$ cat config.mk
export PLATFORM = sky130hd
export DESIGN_NAME = ram_dma_flat
export DESIGN_NICKNAME = d
export VERILOG_FILES = /design/src/rtl/ram_dma_if.sv /design/src/rtl/ram_dma.sv /design/src/flat_wrapper.sv
export SDC_FILE = /design/constraint.sdc
export NUM_CORES = 1
export LEC_CHECK = 0
export CORE_MARGIN = 3
export CORE_UTILIZATION = 46
export DETAILED_ROUTE_END_ITERATION = 16
export PLACE_DENSITY = 0.85
export SLEW_MARGIN = 20
export SYNTH_ARGS = -nofsm -noshare
export SYNTH_HDL_FRONTEND = slang
export SYNTH_SLANG_ARGS = --single-unit
$ cat constraint.sdc
create_clock -name clk -period 2.3 [get_ports clk]
set_input_delay 0.46 -clock clk [delete_from_list [all_inputs] [get_ports clk]]
set_output_delay 0.46 -clock clk [all_outputs]
set_load 0.01 [all_outputs]
$ cat src/rtl/ram_dma_if.sv
// ram_dma_if: bundles the command, write-stream, read-stream and RAM port signals
// of the RAM block-transfer engine.
//   cmd_*    : block command handshake (write/read select, start address, length-1)
//   wr_*     : byte stream into RAM (valid/ready)
//   rd_*     : byte stream out of RAM (valid/ready)
//   ram_*    : single-port RAM bus, read data valid one cycle after the address
// Modports: master = the DMA engine, slave = the surrounding system.
interface ram_dma_if #(
    parameter int ADDR_W = 13,
    parameter int DATA_W = 8
);
    logic              cmd_valid;
    logic              cmd_ready;
    logic              cmd_write;
    logic [ADDR_W-1:0] cmd_addr;
    logic [ADDR_W-1:0] cmd_len;
    logic              wr_valid;
    logic              wr_ready;
    logic [DATA_W-1:0] wr_data;
    logic              rd_valid;
    logic              rd_ready;
    logic [DATA_W-1:0] rd_data;
    logic [ADDR_W-1:0] ram_addr;
    logic              ram_w_en;
    logic [DATA_W-1:0] ram_din;
    logic [DATA_W-1:0] ram_dout;

    modport master (
        input  cmd_valid, cmd_write, cmd_addr, cmd_len,
        input  wr_valid, wr_data, rd_ready, ram_dout,
        output cmd_ready, wr_ready, rd_valid, rd_data,
        output ram_addr, ram_w_en, ram_din
    );

    modport slave (
        output cmd_valid, cmd_write, cmd_addr, cmd_len,
        output wr_valid, wr_data, rd_ready, ram_dout,
        input  cmd_ready, wr_ready, rd_valid, rd_data,
        input  ram_addr, ram_w_en, ram_din
    );
endinterface

$ cat src/rtl/ram_dma.sv
// ram_dma: bus initiator for the system RAM port. Executes one block command at
// a time: WRITE copies bytes from the write stream into RAM, READ copies RAM bytes
// to the read stream through a 2-entry output FIFO. Used for serial program
// load/dump while the CPU is held off the RAM port.
// Ports:
//   clk   : system clock, rising edge
//   rst_n : asynchronous active-low reset
//   bus   : ram_dma_if.master (command, write stream, read stream, RAM bus)
//   busy  : high from command accept until the done pulse
//   done  : one-cycle pulse when a command has fully completed
module ram_dma #(
    parameter int ADDR_W = 13,
    parameter int DATA_W = 8
) (
    input  logic          clk,
    input  logic          rst_n,
    ram_dma_if.master     bus,
    output logic          busy,
    output logic          done
);

    typedef enum logic [1:0] {IDLE, WRITE, READ, DRAIN} state_t;

    state_t            state;
    logic [ADDR_W-1:0] addr;          // next RAM address to touch
    logic [ADDR_W-1:0] remaining;     // beats left after the current one
    logic [ADDR_W-1:0] ram_addr_q;
    logic [DATA_W-1:0] ram_din_q;
    logic              ram_w_en_q;
    logic              wr_ready_q;
    logic              inflight;      // read issued last cycle, data on ram_dout now
    logic [DATA_W-1:0] fifo_mem [2];
    logic              wr_ptr;
    logic              rd_ptr;
    logic [1:0]        count;

    logic pop;
    logic push;
    logic issue;
    logic wr_beat;

    assign pop     = (count != 2'd0) && bus.rd_ready;
    assign push    = inflight;
    assign wr_beat = (state == WRITE) && bus.wr_valid && wr_ready_q;

    // Every issued read must have a FIFO slot even if the sink never pops again.
    // Counting this cycle's pop is what lets a steady stream run at one byte per
    // clock with only two entries.
    assign issue = (state == READ) &&
                   (({1'b0, count} + {2'b00, inflight}) <= (3'd1 + {2'b00, pop}));

    assign bus.cmd_ready = ~busy;
    assign bus.wr_ready  = wr_ready_q;
    assign bus.rd_valid  = (count != 2'd0);
    assign bus.rd_data   = fifo_mem[rd_ptr];
    // Reads present the address in the issue cycle so data lands one cycle later;
    // otherwise the last used address is held.
    assign bus.ram_addr  = issue ? addr : ram_addr_q;
    assign bus.ram_w_en  = ram_w_en_q;
    assign bus.ram_din   = ram_din_q;

    always_ff @(posedge clk or negedge rst_n) begin
        if (!rst_n) begin
            state       <= IDLE;
            addr        <= '0;
            remaining   <= '0;
            ram_addr_q  <= '0;
            ram_din_q   <= '0;
            ram_w_en_q  <= 1'b0;
            wr_ready_q  <= 1'b0;
            inflight    <= 1'b0;
            fifo_mem[0] <= '0;
            fifo_mem[1] <= '0;
            wr_ptr      <= 1'b0;
            rd_ptr      <= 1'b0;
            count       <= 2'd0;
            busy        <= 1'b0;
            done        <= 1'b0;
        end else begin
            ram_w_en_q <= 1'b0;
            done       <= 1'b0;
            inflight   <= issue;

            // Output FIFO: push and pop may coincide; count then stays put.
            if (push) begin
                fifo_mem[wr_ptr] <= bus.ram_dout;
                wr_ptr           <= ~wr_ptr;
            end
            if (pop) begin
                rd_ptr <= ~rd_ptr;
            end
            count <= count + {1'b0, push} - {1'b0, pop};

            case (state)
                IDLE: begin
                    if (bus.cmd_valid) begin
                        addr      <= bus.cmd_addr;
                        remaining <= bus.cmd_len;
                        busy      <= 1'b1;
                        if (bus.cmd_write) begin
                            state      <= WRITE;
                            wr_ready_q <= 1'b1;
                        end else begin
                            state <= READ;
                        end
                    end
                end

                WRITE: begin
                    if (wr_beat) begin
                        ram_addr_q <= addr;
                        ram_din_q  <= bus.wr_data;
                        ram_w_en_q <= 1'b1;
                        addr       <= addr + 1'b1;
                        remaining  <= remaining - 1'b1;
                        // Last beat: done rises together with its write strobe.
                        if (remaining == '0) begin
                            wr_ready_q <= 1'b0;
                            done       <= 1'b1;
                            busy       <= 1'b0;
                            state      <= IDLE;
                        end
                    end
                end

                READ: begin
                    if (issue) begin
                        ram_addr_q <= addr;
                        addr       <= addr + 1'b1;
                        remaining  <= remaining - 1'b1;
                        if (remaining == '0) begin
                            state <= DRAIN;
                        end
                    end
                end

                DRAIN: begin
                    // Finish on the edge that pops the final byte, so done is
                    // high the cycle right after the last read handshake.
                    if (!inflight && (count == {1'b0, pop})) begin
                        done  <= 1'b1;
                        busy  <= 1'b0;
                        state <= IDLE;
                    end
                end

                default: state <= IDLE;
            endcase
        end
    end

endmodule

$ cat src/flat_wrapper.sv
// flat-port wrapper written by rule: the top's interface ports become plain ports
module ram_dma_flat 
#(
    parameter int ADDR_W = 13,
    parameter int DATA_W = 8
)
  (clk, rst_n, busy, done, bus_cmd_valid, bus_cmd_write, bus_cmd_addr, bus_cmd_len, bus_wr_valid, bus_wr_data, bus_rd_ready, bus_ram_dout, bus_cmd_ready, bus_wr_ready, bus_rd_valid, bus_rd_data, bus_ram_addr, bus_ram_w_en, bus_ram_din);
  ram_dma_if #(.ADDR_W(ADDR_W), .DATA_W(DATA_W)) bus_i ();
  input  logic clk;
  input  logic rst_n;
  output logic busy;
  output logic done;
  input wire logic [$bits(bus_i.cmd_valid)-1:0] bus_cmd_valid;
  input wire logic [$bits(bus_i.cmd_write)-1:0] bus_cmd_write;
  input wire logic [$bits(bus_i.cmd_addr)-1:0] bus_cmd_addr;
  input wire logic [$bits(bus_i.cmd_len)-1:0] bus_cmd_len;
  input wire logic [$bits(bus_i.wr_valid)-1:0] bus_wr_valid;
  input wire logic [$bits(bus_i.wr_data)-1:0] bus_wr_data;
  input wire logic [$bits(bus_i.rd_ready)-1:0] bus_rd_ready;
  input wire logic [$bits(bus_i.ram_dout)-1:0] bus_ram_dout;
  output wire logic [$bits(bus_i.cmd_ready)-1:0] bus_cmd_ready;
  output wire logic [$bits(bus_i.wr_ready)-1:0] bus_wr_ready;
  output wire logic [$bits(bus_i.rd_valid)-1:0] bus_rd_valid;
  output wire logic [$bits(bus_i.rd_data)-1:0] bus_rd_data;
  output wire logic [$bits(bus_i.ram_addr)-1:0] bus_ram_addr;
  output wire logic [$bits(bus_i.ram_w_en)-1:0] bus_ram_w_en;
  output wire logic [$bits(bus_i.ram_din)-1:0] bus_ram_din;
  assign bus_i.cmd_valid = bus_cmd_valid;
  assign bus_i.cmd_write = bus_cmd_write;
  assign bus_i.cmd_addr = bus_cmd_addr;
  assign bus_i.cmd_len = bus_cmd_len;
  assign bus_i.wr_valid = bus_wr_valid;
  assign bus_i.wr_data = bus_wr_data;
  assign bus_i.rd_ready = bus_rd_ready;
  assign bus_i.ram_dout = bus_ram_dout;
  assign bus_cmd_ready = bus_i.cmd_ready;
  assign bus_wr_ready = bus_i.wr_ready;
  assign bus_rd_valid = bus_i.rd_valid;
  assign bus_rd_data = bus_i.rd_data;
  assign bus_ram_addr = bus_i.ram_addr;
  assign bus_ram_w_en = bus_i.ram_w_en;
  assign bus_ram_din = bus_i.ram_din;
  ram_dma #(.ADDR_W(ADDR_W), .DATA_W(DATA_W)) u_core (.clk(clk), .rst_n(rst_n), .bus(bus_i), .busy(busy), .done(done));
endmodule
==> results.cfg, run 1 <==
[status]
status = finished with violations
violations = setup timing

[timing]
final_max_slew_viol_count = 0
tightestPinTransition_ns = 0.7110
fmax_ghz = 0.3890
timing.final.ws_setup_ns = -0.2705
fin_crit_sh = 1.118
slew_headroom = 0.5250
finalHoldViolations = 0
final.setup_skew_ns = 0.007809
setup-violations-final = 13
min_period_ns = 2.571
final.setup.tns_ns = -3.414
rsz0062_at_grt = yes

[power]
p_sw_frac = 0.3869
p_int_uw = 5425
total_power_uw = 8848
power.share.clock = 0.110
vdd_drop_max_uv = 818.9
leakagePower_uw = 0.002279
p_per_area_mw_per_mm2 = 1659
p_switching_uw = 3423
pwr-share-seq = 0.287
p_comb_frac = 0.603

[placed_design]
dp.cells = 562
dp_slack_ns = -0.6007
portBuffers = 82
dp_hpwl_mm = 6.589
routabilityCongestion = 0.8636
dpl_cell_area_mm2 = 0.005035

[floorplan]
fp.dieW_um = 98.17
core_area_mm2 = 0.007968
die_h_um = 98.17
start_util = 0.4904
num_rows = 32
dieArea_mm2 = 0.009636
io_pins = 83

[synthesis]
syn_inst = 366
synthArstFlopShare = 1.000
avgSynthCellArea_um2 = 10.68
yosys_warnings = 0
synth-seq-area-share = 0.4739
synth_edf_count = 0
syn_nets = 425
syn-cell-area_mm2 = 0.003907
yosysUniqueCellTypes = 46
synth-seq-cells = 74
synth_ff_type = dfrtp_1

[worst_setup_path]
critPathLaunch = u_core.inflight$_DFF_PN0_
path_class = flip-flop to output pin
cp-start-kind = flip-flop
crit_required_ns = 1.84
cp-end-kind = output pin
cp.arrival_ns = 2.11
critical_path.max_fanout = 4
ff2ff_path_depth = 8
rr_startpoint = u_core.inflight$_DFF_PN0_

[global_routing]
track_usage = 0.1964
grt_pass1_wl_mm = 15.67
grt_start_max_net_pins = 42
overflow = 0
antenna_found_initial = 0
grt_pass1_vias = 3381

[clock_network]
htreeDepth = 3
cts_buffer_depth = 2
clk-insertion-delay-late_ns = 0.34
cts_num_sinks = 74
cts_root_buffer = clkbuf_8
clk_pin_slew_worst_paths_ns = 0.08
cts_tree = yes
cts_hold_buf = 0
cts_buffers = 9

[drt]
first_pass_iters = 4
wirelength_mm = 9.202
vias = 3300
ant_nets = 0
drcViolationCount = 0
wire_per_inst_um = 15.84
drtIter0Drc = 107
vias_per_cell = 5.680

[cells_and_area]
drive_above_1_share = 0.2965
fin_cells = 581
layout-area-overhead-vs-synth_pct = 36.47
stdcell_area_mm2 = 0.005333
antenna_cells = 0
finalNetCount = 533

[hold_path]
timing.hold.worst.class = primary input to asynchronous set/reset pin

[flow_run]
cap_violations = 0
==> worst paths after layout <==
path,endpoint,slack [ns]
hold / removal,u_core.ram_addr_q[9]$_DFFE_PN0P_,0.05
hold reg to reg,u_core.ram_addr_q[0]$_DFFE_PN0P_,0.51
max in group asynchronous,u_core.rd_ptr$_DFFE_PN0P_,1.66
setup / recovery,bus_ram_addr[1],-0.27
min in group clk,u_core.ram_addr_q[0]$_DFFE_PN0P_,0.51
setup reg to reg,u_core.remaining[6]$_DFFE_PN0P_,0.10
==> routing by layer <==
metal	global-route usage	vias up	share of wire
met5	0	-	0
met4	0.05672	0	0.0085
met3	0.04429	8	0.061
met2	0.3429	118	0.51
met1	0.2443	1625	0.42
li1	-	1549	-
==> area by class of cell <==
cell class	instances	area, µm²
Multi-Input combinational cell	262	1993
Inverter	10	37.54
Sequential cell	74	1853
Clock buffer	10	127.6
Fill cell	637	2635
Clock inverter	6	57.56
Tap cell	102	127.6
Timing Repair Buffer	117	1136
==> layout by cell type, fill, tap and decap left out, drive strengths merged, types with 2 or more instances in the layout <==
cell type / instances
mux2i: 7
inv: 9
or3: 3
clkdlybuf4s50: 68
dfrtp: 74
nor4: 5
and3: 4
o211ai: 2
mux2: 58
buf: 49
xnor2: 2
ha: 11
clkinv: 5
o22ai: 8
a21oi: 31
xor2: 2
clkbuf: 10
nand2: 34
o21ai: 28
o21a: 4
or4: 2
a2bb2oi: 9
nor2b: 4
nor2: 7
nand3: 17
nand2b: 5
nand4: 4
nor3: 4
==> flip-flops by register name (all words and copies together) (netlist names) <==
register,flops
u_core.fifo_mem,16
u_core.addr,13
u_core.ram_addr_q,13
u_core.remaining,13
u_core.bus.ram_din,8
u_core.count,2
u_core.state,2
u_core.bus.ram_w_en,1
u_core.bus.wr_ready,1
u_core.busy,1
u_core.done,1
u_core.inflight,1
u_core.rd_ptr,1
u_core.wr_ptr,1
==> metrics by stage <==
step / utilization / hold slack, ns
after global routing: 0.6693 / 0.07264
final: 0.6693 / 0.05483
after detailed placement: 0.6319 / 0.4363
after CTS: 0.6628 / 0.06203
after global placement: 0.6319 / 0.4283
after floorplan: - / 0.1644
==> power by group through the flow <==
stage | Combinational (µW) | Sequential [µW] | Clock (µW)
detailed placement | 5060 | 2540 | 0
CTS | 5240 | 2520 | 1000
global route | 5860 | 2640 | 1050
floorplan | 3200 | 2420 | 0
finish | 5330 | 2540 | 973
global placement | 4870 | 2490 | 0
==> kinds of logic (layout without fill, tap and decap cells) <==
kind of cell               after synthesis  in the layout  share of synthesized area
xor gates and xnor gates                 4              4                   0.008967
adders and majority gates               11             11                    0.03522
muxes                                   65             65                     0.1851
AOI/OAI and AO/OA                       90             90                     0.1422
and+or+nand+nor                         92             92                     0.1188
DFF                                     74             74                     0.4739
buffers and inverters                   30            143                    0.03586
==> synthesized netlist by cell type (2+ instances only) <==
cell | number | area, µm²
nor3_1 | 3 | 15.01
mux2i_1 | 7 | 70.07
o21a_1 | 4 | 30.03
inv_1 | 9 | 33.78
xnor2_1 | 2 | 17.52
nand3_1 | 17 | 85.08
and3_1 | 4 | 25.02
a2bb2oi_2 | 2 | 30.03
mux2_2 | 58 | 653.1
o21ai_1 | 2 | 10.01
nand2_1 | 34 | 127.6
ha_1 | 11 | 137.6
o211ai_1 | 2 | 15.01
o22ai_1 | 8 | 50.05
nor4_1 | 4 | 25.02
nand2b_1 | 5 | 31.28
nand4_1 | 4 | 25.02
nor2_1 | 7 | 26.28
buf_2 | 4 | 20.02
nor2b_1 | 4 | 25.02
or3_1 | 3 | 18.77
dfrtp_1 | 74 | 1852
buf_6 | 3 | 33.78
xor2_1 | 2 | 17.52
a2bb2oi_1 | 7 | 61.31
buf_1 | 2 | 7.510
o21ai_0 | 26 | 130.1
a21oi_1 | 30 | 150.1
clkbuf_1 | 11 | 41.29
==> critical path: stages, from the launching register on <==
cell and delay [ns]:
dfrtp_1 0.40, ha_2 0.20, ha_4 0.26, o21a_1 0.12, nor2_2 0.05, nand2_2 0.13, buf_4 0.13, mux2_2 0.35
buf_6 0.13
==> what timing repair did <==
action | in CTS | in global routing
gates cloned | 1 | 0
resized for setup | 72 | 12
endpoints found under the setup margin | 19 | 22
buffers inserted | 2 | 0
pin swaps | 3 | 5
Power figures use the tool's default switching activity.
==> run 2, diff against run 1 <==
- CORE_UTILIZATION: 46 -> 53
- CTS_BUF_LIST: not set -> sky130_fd_sc_hd__clkbuf_8
- GPL_TIMING_DRIVEN: not set -> 0
- PLACE_DENSITY: 0.85 -> 0.92
- clock period: 2.3 -> 2.4 ns (I/O delays scaled with it)
==> run 2 against run 1 <==
  * Total power is 2.6% lower
  * Via count rose by 3.3%
  * The run still ends with setup timing left
  * Cell count down 1.2%
  * Critical path type unchanged
  * Core utilization up 8.8 points
==> results.cfg, run 2 (synthesized netlist as in run 1, its figures left out) <==
[status]
status = finished with violations
violations = setup timing

[power]
p_switching_uw = 3528
p_sw_frac = 0.4094
total_power_uw = 8618
leakagePower_uw = 0.002260
p_comb_frac = 0.602
p_int_uw = 5089
pwr-share-seq = 0.287
power.share.clock = 0.112
vdd_drop_max_uv = 857.8
p_per_area_mw_per_mm2 = 1631

[worst_setup_path]
crit_top_cell = buf_6
path_class = flip-flop to output pin
slowest_delay_ns = 0.41
r2r_setup_slack_ns = 0.05
timing.rr.end = u_core.remaining[12]$_DFFE_PN0P_
cp-end-kind = output pin
path_cells = ha_2, ha_4, o21a_1, nor2_2, nand2_2, buf_6, mux2_4, buf_6
cp_slowest_cell = dfrtp_1
cp.arrival_ns = 2.13
ff2ff_path_depth = 8
critical_path.max_fanout = 5
crit_required_ns = 1.92
rr_startpoint = u_core.state[0]$_DFFE_PN0P_
cp-start-kind = flip-flop

[floorplan]
core_area_mm2 = 0.006982
io_pins = 83
fp.dieW_um = 91.87
dieArea_mm2 = 0.008439
start_util = 0.5597
die_h_um = 91.87
num_rows = 30

[global_routing]
grt_pass1_wl_mm = 16.24
grt_pass1_vias = 3402
overflow = 0
grt_start_max_net_pins = 56
track_usage = 0.2410
antenna_found_initial = 0

[timing]
min_period_ns = 2.613
fin_crit_sh = 1.089
rsz0062_at_grt = yes
final_max_slew_viol_count = 0
final.setup_skew_ns = 0.009071
tightestPinTransition_ns = 0.5518
final.setup.tns_ns = -2.592
setup-violations-final = 13
fmax_ghz = 0.3828
timing.final.ws_setup_ns = -0.2126
slew_headroom = 0.6287
finalHoldViolations = 0

[cells_and_area]
largest_register_ffs = 16
finalNetCount = 532
stdcell_area_mm2 = 0.005284
num-fill-cells = 476
layout-area-overhead-vs-synth_pct = 35.22
final_cell_mix = dfrtp_1, clkdlybuf4s50_1, mux2_2, nand2_1, a21oi_1
final_common_cell = dfrtp_1
multi_input_area_mm2 = 0.002008
fin_util = 0.7568
largest-register = u_core.fifo_mem
drive_above_1_share = 0.2615
antenna_cells = 0
seq_area_mm2 = 0.001852

[placed_design]
portBuffers = 82
dpl_cell_area_mm2 = 0.004873
routabilityCongestion = 0.9346
dp_hpwl_mm = 6.943
dp_slack_ns = -0.7204

[clock_network]
cts_buffer_depth = 2
clk_pin_slew_worst_paths_ns = 0.08
cts_buffers = 9
htreeDepth = 3
cts_num_sinks = 74
clk-insertion-delay-late_ns = 0.36
cts_tree = yes
cts_root_buffer = clkbuf_8

[flow_run]
cap_violations = 0

[drt]
drtIter0Drc = 164
wirelength_mm = 10.33
drcViolationCount = 0
vias_per_cell = 5.941
first_pass_iters = 5
vias = 3410
ant_nets = 0
wire_per_inst_um = 17.99

[hold_path]
min_to = u_core.rd_ptr$_DFFE_PN0P_
timing.hold.worst.class = primary input to flip-flop
hold_path_depth = 3
hp-start = bus_rd_ready
-- run 2: cell types whose count changed in the layout (fill, tap and decap cells not counted), sizes merged --
cell           change
buf               -12
clkdlybuf4s50      -1
inv                +2
clkinvlp           +1
clkbuf             +9
dlymetal6s2s       +1
clkinv             -2
dlygate4sd3        +1
-- run 2: area by class of cell --
cell class | instances | share of cell area
timing repair buffer | 97 | 0.1842
multi-input combinational | 262 | 0.3801
inverter | 10 | 0.007104
sequential | 74 | 0.3505
tap | 96 | 0.02273
clock buffer | 9 | 0.02344
buffer | 19 | 0.02013
clock inverter | 7 | 0.01184
-- run 2: how the worst max path moves through the flow --
stage                                         start                                to  cells past startpoint  slack [ns]
after detailed placement               bus_rd_ready                   bus_ram_addr[4]                      8       -0.72
after global routing      u_core.inflight$_DFF_PN0_                   bus_ram_addr[5]                      8       -0.28
after floorplan           u_core.count[0]$_DFF_PN0_                  bus_ram_addr[10]                      7        0.15
final                     u_core.count[0]$_DFF_PN0_                   bus_ram_addr[4]                      8       -0.21
after CTS                 u_core.inflight$_DFF_PN0_                   bus_ram_addr[4]                      8       -0.20
after global placement                        rst_n  u_core.ram_addr_q[6]$_DFFE_PN0P_                      1       -1.58
-- run 2: repair_timing --
action	4_1_cts	5_1_grt
hold endpoints to repair	6	0
setup buffers	7	5
pin swaps	3	4
cloned	1	0
resized for setup	87	7
hold buffers	1	0
setup endpoints to repair	35	29
-- run 2: critical path, delay by kind of cell, from the launching register on --
family | cells | cell delay [ns]
AND/OR/NAND/NOR | 2 | 0.26
adder cells (fa/ha/maj) | 2 | 0.41
buffers and inverters | 2 | 0.28
AO/OA/AOI/OAI | 1 | 0.11
flip-flops | 1 | 0.41
multiplexers | 1 | 0.30
-- run 2: through the flow --
step / hold slack, ns / instances
after floorplan: 0.1844 / 366
after global placement: 0.4781 / 544
after detailed placement: 0.3833 / 545
after CTS: 0.5059 / 569
after global routing: 0.5109 / 574
final: 0.4965 / 574
-- run 2: power groups by stage --
stage	clock (µW)	sequential (µW)	combinational, µW
floorplan	0	2320	3070
global placement	0	2360	4460
detailed placement	0	2430	4640
CTS	954	2440	4990
global route	1000	2550	5560
finish	962	2470	5190
-- run 2: layer usage --
metal,up-vias,global-route usage,share of wire
met3,24,0.04430,0.068
li1,1542,-,-
met5,-,0,0
met1,1652,0.3003,0.41
met2,192,0.4136,0.50
met4,0,0.09653,0.020
